[config.mk]
export PLATFORM = sky130hd
export DESIGN_NAME = vending_machine_change
export DESIGN_NICKNAME = d
export VERILOG_FILES = /design/src/rtl/vending_pkg.sv /design/src/rtl/change_dispenser.sv /design/src/rtl/vending_machine_change.sv
export SDC_FILE = /design/constraint.sdc
export NUM_CORES = 1
export LEC_CHECK = 0
export CORE_ASPECT_RATIO = 0.5
export CORE_MARGIN = 3
export CORE_UTILIZATION = 55
export CTS_CLUSTER_DIAMETER = 60
export DETAILED_ROUTE_END_ITERATION = 7
export GPL_ROUTABILITY_DRIVEN = 1
export PLACE_DENSITY = 0.89
export SYNTH_ARGS = -nofsm -noshare
export SYNTH_HDL_FRONTEND = slang
export SYNTH_SLANG_ARGS = --single-unit
export TNS_END_PERCENT = 50
[constraint.sdc]
create_clock -name clk_i -period 4.6 [get_ports clk_i]
set_input_delay 0.92 -clock clk_i [delete_from_list [all_inputs] [get_ports clk_i]]
set_output_delay 0.92 -clock clk_i [all_outputs]
set_load 0.005 [all_outputs]
[src/rtl/vending_pkg.sv]
// Shared types and constants for the vending machine: FSM states, coin codes
// and the coin-to-value mapping used by both the credit logic and the change path.
package vending_pkg;

  typedef enum logic [1:0] {
    ST_IDLE     = 2'd0,
    ST_CREDIT   = 2'd1,
    ST_DISPENSE = 2'd2,
    ST_CHANGE   = 2'd3
  } state_e;

  typedef enum logic [1:0] {
    COIN_NONE = 2'b00,
    COIN_5    = 2'b01,
    COIN_10   = 2'b10,
    COIN_25   = 2'b11
  } coin_e;

  localparam int COIN_VAL_W = 5;
  localparam logic [COIN_VAL_W-1:0] VAL_5  = 5'd5;
  localparam logic [COIN_VAL_W-1:0] VAL_10 = 5'd10;
  localparam logic [COIN_VAL_W-1:0] VAL_25 = 5'd25;

  function automatic logic [COIN_VAL_W-1:0] coin_value(input logic [1:0] c);
    logic [COIN_VAL_W-1:0] v;
    case (c)
      COIN_5:  v = VAL_5;
      COIN_10: v = VAL_10;
      COIN_25: v = VAL_25;
      default: v = '0;
    endcase
    return v;
  endfunction

endpackage

[src/rtl/change_dispenser.sv]
// Change path: registers the coin offered to the customer (largest coin not
// exceeding the remaining credit, 5 for any sub-5 residue) and flags an accepted ack.
module change_dispenser
  import vending_pkg::*;
#(
  parameter int CREDIT_W = 7
) (
  input  logic                clk_i,
  input  logic                rst_ni,
  input  logic                load_i,
  input  logic [CREDIT_W-1:0] credit_next_i,
  input  logic                change_ack_i,
  output logic                change_valid_o,
  output logic [1:0]          change_coin_o,
  output logic                take_o,
  output logic [CREDIT_W-1:0] take_value_o
);

  logic       valid_q;
  logic [1:0] coin_q, coin_d;

  function automatic logic [1:0] largest_coin(input logic [CREDIT_W-1:0] c);
    logic [1:0] r;
    if (c >= CREDIT_W'(VAL_25))      r = COIN_25;
    else if (c >= CREDIT_W'(VAL_10)) r = COIN_10;
    else                             r = COIN_5;
    return r;
  endfunction

  always_comb begin
    coin_d = COIN_NONE;
    if (load_i) coin_d = largest_coin(credit_next_i);
  end

  always_ff @(posedge clk_i or negedge rst_ni) begin
    if (!rst_ni) begin
      valid_q <= 1'b0;
      coin_q  <= COIN_NONE;
    end else begin
      valid_q <= load_i;
      coin_q  <= coin_d;
    end
  end

  assign change_valid_o = valid_q;
  assign change_coin_o  = coin_q;
  assign take_o         = valid_q & change_ack_i;
  assign take_value_o   = CREDIT_W'(coin_value(coin_q));

endmodule

[src/rtl/vending_machine_change.sv]
// Vending machine top: credit accumulation, vend decisions, per-item stock and
// the IDLE/CREDIT/DISPENSE/CHANGE FSM; change coins come from change_dispenser.
module vending_machine_change
  import vending_pkg::*;
#(
  parameter int                            ITEM_COUNT = 4,
  parameter int                            CREDIT_W   = 7,
  parameter int                            MAX_CREDIT = 100,
  parameter logic [ITEM_COUNT*CREDIT_W-1:0] PRICES    = {7'd50, 7'd40, 7'd25, 7'd15},
  parameter int                            STOCK_W    = 4,
  parameter int                            STOCK_MAX  = 10,
  localparam int                           IW         = $clog2(ITEM_COUNT)
) (
  input  logic                  clk_i,
  input  logic                  rst_ni,
  input  logic [1:0]            coin_i,
  input  logic [IW-1:0]         item_sel_i,
  input  logic                  vend_req_i,
  input  logic                  cancel_i,
  input  logic                  refill_i,
  input  logic                  change_ack_i,
  output logic                  dispense_o,
  output logic [IW-1:0]         item_out_o,
  output logic [CREDIT_W-1:0]   credit_o,
  output logic                  coin_reject_o,
  output logic                  vend_denied_o,
  output logic                  change_valid_o,
  output logic [1:0]            change_coin_o,
  output logic [ITEM_COUNT-1:0] sold_out_o
);

  state_e                  state_q, state_d;
  logic [CREDIT_W-1:0]     credit_q, credit_d;
  logic [STOCK_W-1:0]      stock_q [ITEM_COUNT];
  logic [STOCK_W-1:0]      stock_d [ITEM_COUNT];
  logic [ITEM_COUNT-1:0]   sold_out_q, sold_out_d;
  logic                    dispense_q, dispense_d;
  logic [IW-1:0]           item_out_q, item_out_d;
  logic                    coin_reject_q, coin_reject_d;
  logic                    vend_denied_q, vend_denied_d;
  logic [CREDIT_W-1:0]     price_tbl [ITEM_COUNT];
  logic [CREDIT_W:0]       coin_sum;
  logic                    coin_present;
  logic                    sel_ok;
  logic                    take;
  logic [CREDIT_W-1:0]     take_value;

  for (genvar g = 0; g < ITEM_COUNT; g++) begin : g_price
    assign price_tbl[g] = PRICES[g*CREDIT_W +: CREDIT_W];
  end

  assign coin_present = (coin_i != COIN_NONE);
  assign coin_sum     = {1'b0, credit_q} + (CREDIT_W+1)'(coin_value(coin_i));
  assign sel_ok       = (int'(item_sel_i) < ITEM_COUNT);

  // Priority inside IDLE/CREDIT is cancel > vend > coin; a losing coin is always refused.
  always_comb begin
    state_d       = state_q;
    credit_d      = credit_q;
    stock_d       = stock_q;
    dispense_d    = 1'b0;
    item_out_d    = item_out_q;
    coin_reject_d = 1'b0;
    vend_denied_d = 1'b0;

    case (state_q)
      ST_IDLE, ST_CREDIT: begin
        if (refill_i && state_q == ST_IDLE) begin
          for (int i = 0; i < ITEM_COUNT; i++) stock_d[i] = STOCK_W'(STOCK_MAX);
        end
        if (cancel_i && state_q == ST_CREDIT) begin
          state_d       = ST_CHANGE;
          coin_reject_d = coin_present;
        end else if (vend_req_i) begin
          coin_reject_d = coin_present;
          if (sel_ok && credit_q >= price_tbl[item_sel_i] && stock_q[item_sel_i] != '0) begin
            state_d             = ST_DISPENSE;
            credit_d            = credit_q - price_tbl[item_sel_i];
            stock_d[item_sel_i] = stock_q[item_sel_i] - STOCK_W'(1);
            dispense_d          = 1'b1;
            item_out_d          = item_sel_i;
          end else begin
            vend_denied_d = 1'b1;
          end
        end else if (coin_present) begin
          if (coin_sum > (CREDIT_W+1)'(MAX_CREDIT)) begin
            coin_reject_d = 1'b1;
          end else begin
            credit_d = coin_sum[CREDIT_W-1:0];
            state_d  = ST_CREDIT;
          end
        end
      end
      ST_DISPENSE: begin
        coin_reject_d = coin_present;
        state_d       = (credit_q != '0) ? ST_CHANGE : ST_IDLE;
      end
      ST_CHANGE: begin
        coin_reject_d = coin_present;
        if (take) credit_d = (credit_q > take_value) ? credit_q - take_value : '0;
        if (credit_d == '0) state_d = ST_IDLE;
      end
      default: state_d = ST_IDLE;
    endcase
  end

  always_comb begin
    sold_out_d = '0;
    for (int i = 0; i < ITEM_COUNT; i++) sold_out_d[i] = (stock_d[i] == '0);
  end

  always_ff @(posedge clk_i or negedge rst_ni) begin
    if (!rst_ni) begin
      state_q       <= ST_IDLE;
      credit_q      <= '0;
      for (int i = 0; i < ITEM_COUNT; i++) stock_q[i] <= STOCK_W'(STOCK_MAX);
      sold_out_q    <= '0;
      dispense_q    <= 1'b0;
      item_out_q    <= '0;
      coin_reject_q <= 1'b0;
      vend_denied_q <= 1'b0;
    end else begin
      state_q       <= state_d;
      credit_q      <= credit_d;
      stock_q       <= stock_d;
      sold_out_q    <= sold_out_d;
      dispense_q    <= dispense_d;
      item_out_q    <= item_out_d;
      coin_reject_q <= coin_reject_d;
      vend_denied_q <= vend_denied_d;
    end
  end

  change_dispenser #(.CREDIT_W(CREDIT_W)) u_change (
    .clk_i          (clk_i),
    .rst_ni         (rst_ni),
    .load_i         (state_d == ST_CHANGE),
    .credit_next_i  (credit_d),
    .change_ack_i   (change_ack_i),
    .change_valid_o (change_valid_o),
    .change_coin_o  (change_coin_o),
    .take_o         (take),
    .take_value_o   (take_value)
  );

  assign dispense_o    = dispense_q;
  assign item_out_o    = item_out_q;
  assign credit_o      = credit_q;
  assign coin_reject_o = coin_reject_q;
  assign vend_denied_o = vend_denied_q;
  assign sold_out_o    = sold_out_q;

endmodule
Word level (Yosys, flattened, before mapping)
Index checks and enable logic that the tools add are counted.

operators by class
  add/sub/neg operators = 4
  $mul = 0
  divide/modulo/power cells = 0
  $lt $le $gt $ge = 7
  eq/ne operators = 10
  shift operators = 0
  muxes and demuxes = 50
  bitwise gates (word level) = 3
  reductions and logical operators = 16

operators with widths
  operator            count
  $mux 16             6
  $mux 7              10
  $pmux 5 s3          2
  $mux 2              10
  $bwmux 16           1
  $logic_not 4->1     4
  $bmux 7 s2          1
  $eq 2x2->1 const B  7
  $pmux 7 s2          1
  $mux 1              12
  $mux 4              3
  $add 7x5->8         1
  $bmux 4 s2          1
  $demux 4 s2         1
  $gt 8x7->1 const B  1
  $ge 7x4->1 const B  1
  $ge 7x5->1 const B  1
  $ge 7x7->1          1
  $gt 7x5->1          1
  $logic_not 7->1     1
  $reduce_bool 7->1   1
  $sub 7x5->7         1
  $sub 7x7->7         1
  $eq 2x1->1 const B  3
  other kinds (14)    18

word-level totals
  flip-flop bits (word level) = 37
  latch bits = 0
  RAM bits = 0
  ROM bits = 0
  logic and storage cells = 103
  memories = 0

Longest topological paths before layout
  word-level depth = 14
  depth in mapped cells = 16

Modules after synthesis
Synthesis repeated with hierarchy kept, for this count alone.

second synthesis, totals
  cell total of the unflattened synthesis = 366
  area, all modules = 3,246.9 µm²

modules (own cells, without submodules)
  module                  times used  cells an instance  area each (µm²)  sequential area each (µm²)
  vending_machine_change  1           346                3,064.2          860.8
  change_dispenser        1           20                 182.7            75.1

Worst setup path before layout
Ideal clock, no wire load.

  path kind = input to register
  start point = in coin_i[0]
  end point = reg u_change.coin_q[0], in the netlist u_change.change_coin_o[0]
  arrival time = 3.585 ns
  required time = 4.474 ns
  slack = 0.890 ns
  stages on the path = 13
  path through = ha_1 > inv_1 > fa_1 > nand2b_1 > a21oi_1 > nand2_1 > o31ai_1 > nor2_1 > or3_1 > a31oi_1 > nand2_1 > a211o_1 > o311a_1

on the way
  cells in the longest elaborated chain, start to end = 13
  elaborated cells on any way between the ends = 23
  those cells by class = add/sub: 1; order compare: 3; eq/ne: 4; mux: 14; reduce/logical: 1

ends and longest elaborated chain
  element                                          RTL line                      text
  from (decl)                                      vending_machine_change.sv:16  input logic [1:0] coin_i,
  $eq 2x2->1 / $eq 2x1->1 (equally long branches)  vending_pkg.sv:26             case (c)
  $pmux 5 s3                                       vending_pkg.sv:26
  $add 7x5->8                                      vending_machine_change.sv:53  assign coin_sum = {1'b0, credit_q} + (CREDIT_W+1)'(coin_value(coin_i));
  $gt 8x7->1                                       vending_machine_change.sv:86  if (coin_sum > (CREDIT_W+1)'(MAX_CREDIT)) begin
  $mux 7                                           vending_machine_change.sv:86
  $mux 7                                           vending_machine_change.sv:85  end else if (coin_present) begin
  $mux 7                                           vending_machine_change.sv:74  end else if (vend_req_i) begin
  $mux 7                                           vending_machine_change.sv:71  if (cancel_i && state_q == ST_CREDIT) begin
  $pmux 7 s2                                       vending_machine_change.sv:66  case (state_q)
  $ge 7x4->1                                       change_dispenser.sv:25        else if (c >= CREDIT_W'(VAL_10)) r = COIN_10;
  $mux 2                                           change_dispenser.sv:25
  $mux 2                                           change_dispenser.sv:24        if (c >= CREDIT_W'(VAL_25)) r = COIN_25;
  $mux 2 (*)                                       change_dispenser.sv:32        if (load_i) coin_d = largest_coin(credit_next_i);
  via u_change.coin_d[0]                           change_dispenser.sv:20        logic [1:0] coin_q, coin_d;
  to (signal assigned)                             change_dispenser.sv:41        coin_q <= coin_d;
  to (decl)                                        change_dispenser.sv:20

The timed path passes the listed nets; every way through them passes the cells marked *.
A chain may end at the register's enable or synchronous reset.

Worst setup path in the final report
  start point = in coin_i[0]
  end point = reg u_change.coin_q[0], in the netlist u_change.change_coin_o[0]

on the way
  cells in the longest elaborated chain, start to end = 13
  elaborated cells on any way between the ends = 23
  those cells by class = add/sub: 1; order compare: 3; eq/ne: 4; mux: 14; reduce/logical: 1

ends and longest elaborated chain
  element                                          RTL line                      text
  $eq 2x2->1 / $eq 2x1->1 (equally long branches)  vending_pkg.sv:26
  $pmux 5 s3                                       vending_pkg.sv:26
  $add 7x5->8                                      vending_machine_change.sv:53
  $gt 8x7->1                                       vending_machine_change.sv:86
  $mux 7                                           vending_machine_change.sv:86
  $mux 7 (*)                                       vending_machine_change.sv:85
  $mux 7 (*)                                       vending_machine_change.sv:74
  $mux 7 (*)                                       vending_machine_change.sv:71
  $pmux 7 s2 (*)                                   vending_machine_change.sv:66
  via credit_d[4]                                  vending_machine_change.sv:33  logic [CREDIT_W-1:0] credit_q, credit_d;
  $ge 7x4->1                                       change_dispenser.sv:25
  $mux 2                                           change_dispenser.sv:25
  $mux 2 (*)                                       change_dispenser.sv:24
  $mux 2 (*)                                       change_dispenser.sv:32
  via u_change.coin_d[0]                           change_dispenser.sv:20

Marked as above.

==> flow_summary.yaml <==
run_status:
  outcome: "finished clean"
synth:
  syn_avg_cell_area_sq_um: 8.58
  synth-seq-cells: 37
  synth_ff_type: "dfrtp_1"
  synthDominantCellAreaShare_pct: 25.2
  synth_cell_types: 56
  ys_async_sr_fraction_pct: 100
  synth_cells: 336
  syn_area_sq_um: 2880
  synth_top_cell_by_area: "dfrtp_1"
  synth_warnings: 0
  synth_area_leaders: "dfrtp_1 (25%), ha_1 (9.1%), dfstp_2 (7.3%), nand2_1 (6.1%), nor2_1 (3.3%)"
  synth_edf_count: 0
  synth_nets: 370
  yosysSeqAreaShare_pct: 32.5
sta:
  worst_pin_slew_ns: 0.823
  period_minus_slack_ns: 4.27
  skew_ns: 0.0109
  clock.fmax_mhz: 234
  drv_slew: 0
  relSlewSlack_pct: 45.1
  hold_viol: 0
  setup_viol: 0
  rsz0062_at_grt: "false"
  worst_slack_ns: 0.326
  final.setup.tns_ns: 0
  fin_crit_sh_pct: 92.9
clocking:
  cts_hold_buffers: 0
  path_clk_slew_ns: 0.08
  clk_path_buf_depth: 2
  cts_resized: 0
  clk-insertion-delay-late_ns: 0.29
  htreeDepth: 2
  numCtsBuffers: 5
  clock-root-buffer: "clkbuf_8"
  clock_sinks: 37
  cts_setup_buffers: 0
  cts_tree: "done"
critical_path:
  cp_slowest_cell: "clkdlybuf4s50_1"
  critPathLaunchType: "input port"
  critPathMaxStageDelay_ns: 0.56
  path_cells: "clkdlybuf4s50_1, ha_1, inv_1, fa_1, nand2b_1, a21oi_1, xor2_1, o21a_1, o21ai_1, a21boi_1, a311oi_1, o31a_1, inv_1, o311a_1"
  critPathMaxFanout: 8
  end_kind: "register"
  crit_top_cell: "inv_1"
  worst-path-buf-inv: 3
  path_class: "in -> reg"
  crit_family: "compound AO/OA/AOI/OAI gates"
  cp.required_ns: 4.78
  crit_arrival_ns: 4.46
finish:
  drive_gt1_share_pct: 8.45
  fin_cells: 433
  nets: 400
  antenna_cells: 0
  area_delta_synth_final_pct: 16.2
  fill_cells: 366
die:
  die_h_um: 57.2
  dieArea_sq_um: 6200
  start_util_pct: 61.0
  row_count: 17
  die_w_um: 108
  coreArea_sq_um: 4720
  ios: 29
drt:
  antenna_left: 0
  routedWlPerCell_um: 18.3
  drtIter0Drc: 246
  viasPerCell: 6.55
  via_count: 2837
  first_pass_iters: 5
  drt-total-wl_um: 7940
  drcViolationCount: 0
global_routing:
  grt_max_degree: 38
  grt_pass1_vias: 2769
  grt_first_pass_wirelength_um: 13300
  antenna_found_initial: 0
  grt_util_all_layers_pct: 27.1
  grt_remaining_overflow: 0
flow_run:
  max-cap-violations: 0
power:
  peakVddDrop_mv: 0.343
  power_density_nw_per_um2: 776
  p_leak_uw: 0.00145
place:
  dpl.hpwl_um: 5810
  pre_cts_ws_ns: 0.0861
  place_congestion: 0.949
  dp_cells: 425
  portBuffers: 28
worst_hold_path:
  hold_class: "reg -> reg"
==> routing by layer <==
metal  share of wire [%]  up-vias  GRT usage (%)  routed length, um
met2                  46      158           43.0               3620
met4                 4.2        0           15.1                334
met3                 9.3       41           6.44                739
li1                    -     1298              -                  -
met5                   0        -              0                  0
met1                  41     1340           34.6               3250
==> tightest hold or removal path, stage by stage (launching register included) <==
cell,delay (ns)
dfrtp_1,0.34
nand2_1,0.04
o21ai_0,0.06
==> flip-flops by register name (all words and copies together), names as in the netlist <==
register,cells
credit_o,7
stock_q,16
u_change.change_valid_o,1
sold_out_o,4
item_out_o,2
u_change.change_coin_o,2
dispense_o,1
state_q,2
vend_denied_o,1
coin_reject_o,1
==> layout by cell type (no fill, tap or decap), types with 2 or more instances in the layout <==
cell             synthesis  layout
a21boi_0                 2       2
nor2b_1                  5       5
mux2i_1                  3       3
a311oi_1                 2       2
dfrtp_1                 29      29
clkbuf_8                 0       6
o21ai_1                 14      14
nand4_1                  5       5
o31ai_1                 10      10
dfstp_2                  8       8
inv_1                   24      24
nand2b_1                 7       7
or4_1                    2       2
xnor2_1                  4       4
nand3_1                  8       8
nor2_1                  25      25
or3_1                    3       3
ha_1                    21      21
a32oi_1                  3       3
and2_1                   3       3
xor2_1                   3       3
nor4_1                   6       6
clkdlybuf4s50_1          0      27
a211oi_1                 5       5
a21oi_1                 17      17
fa_1                     3       3
o311a_1                  2       2
a31oi_1                  4       4
o21ai_0                  9       9
mux4_2                   4       4
nand2_1                 47      47
and3_1                   2       2
a21o_1                   5       5
o21a_1                   7       7
a41oi_1                  2       2
nor3_1                   5       5
buf_4                    1       6
o22a_1                   8       8
==> kinds of logic after synthesis <==
kind of cell	synth area share [%]
AO/OA/AOI/OAI	24.9
XOR/XNOR	2.13
adder cells (fa/ha/maj)	11.2
buffers and inverters	5.08
flip-flops	32.5
multiplexers	4.56
AND/OR/NAND/NOR	19.7
==> stage by stage <==
stage,hold slack [ns],util [%],area (sq um),total power (uW)
3_3_place_gp,0.471,68.5,3230,2180
5_1_grt,0.549,70.9,3350,2790
4_1_cts,0.494,70.9,3350,2560
2_1_floorplan,0.465,-,2880,1760
6_report,0.487,70.9,3350,2600
3_5_place_dp,0.479,68.5,3230,2240
==> final cells by class <==
cell class	count	area, sq um	area share [%]
clock inverters	1	30.0	0.897
well taps	66	82.6	2.47
multi-input cells	263	1800	53.8
clock buffers	7	86.3	2.58
repair buffers	34	320	9.56
flip-flops and latches	37	936	27.9
inverters	25	93.8	2.80
==> Yosys cell counts, types with 5 or more instances <==
cell type	instances
a211oi_1	5
a21o_1	5
a21oi_1	17
clkbuf_1	9
dfrtp_1	29
dfstp_2	8
ha_1	21
inv_1	24
nand2_1	47
nand2b_1	7
nand3_1	8
nand4_1	5
nor2_1	25
nor2b_1	5
nor3_1	5
nor4_1	6
o21a_1	7
o21ai_0	9
o21ai_1	14
o22a_1	8
o31ai_1	10
==> final timing paths <==
kind	start	endpoint	slack, ns	cells after the start
setup / recovery	coin_i[0]	u_change.change_coin_o[0]	0.33	14
hold / removal	item_out_o[1]	item_out_o[1]	0.49	2
setup reg to reg	credit_o[0]	u_change.change_coin_o[0]	1.05	13
hold reg to reg	item_out_o[1]	item_out_o[1]	0.49	2
max in group asynchronous	rst_ni	stock_q[8]	3.36	1
min in group asynchronous	rst_ni	coin_reject_o	0.72	1
==> power breakdown <==
part,switching (uW),internal [uW]
Clock,117,177
Sequential,179,479
Combinational,947,700
No activity file was read; power rests on OpenSTA's default activity.
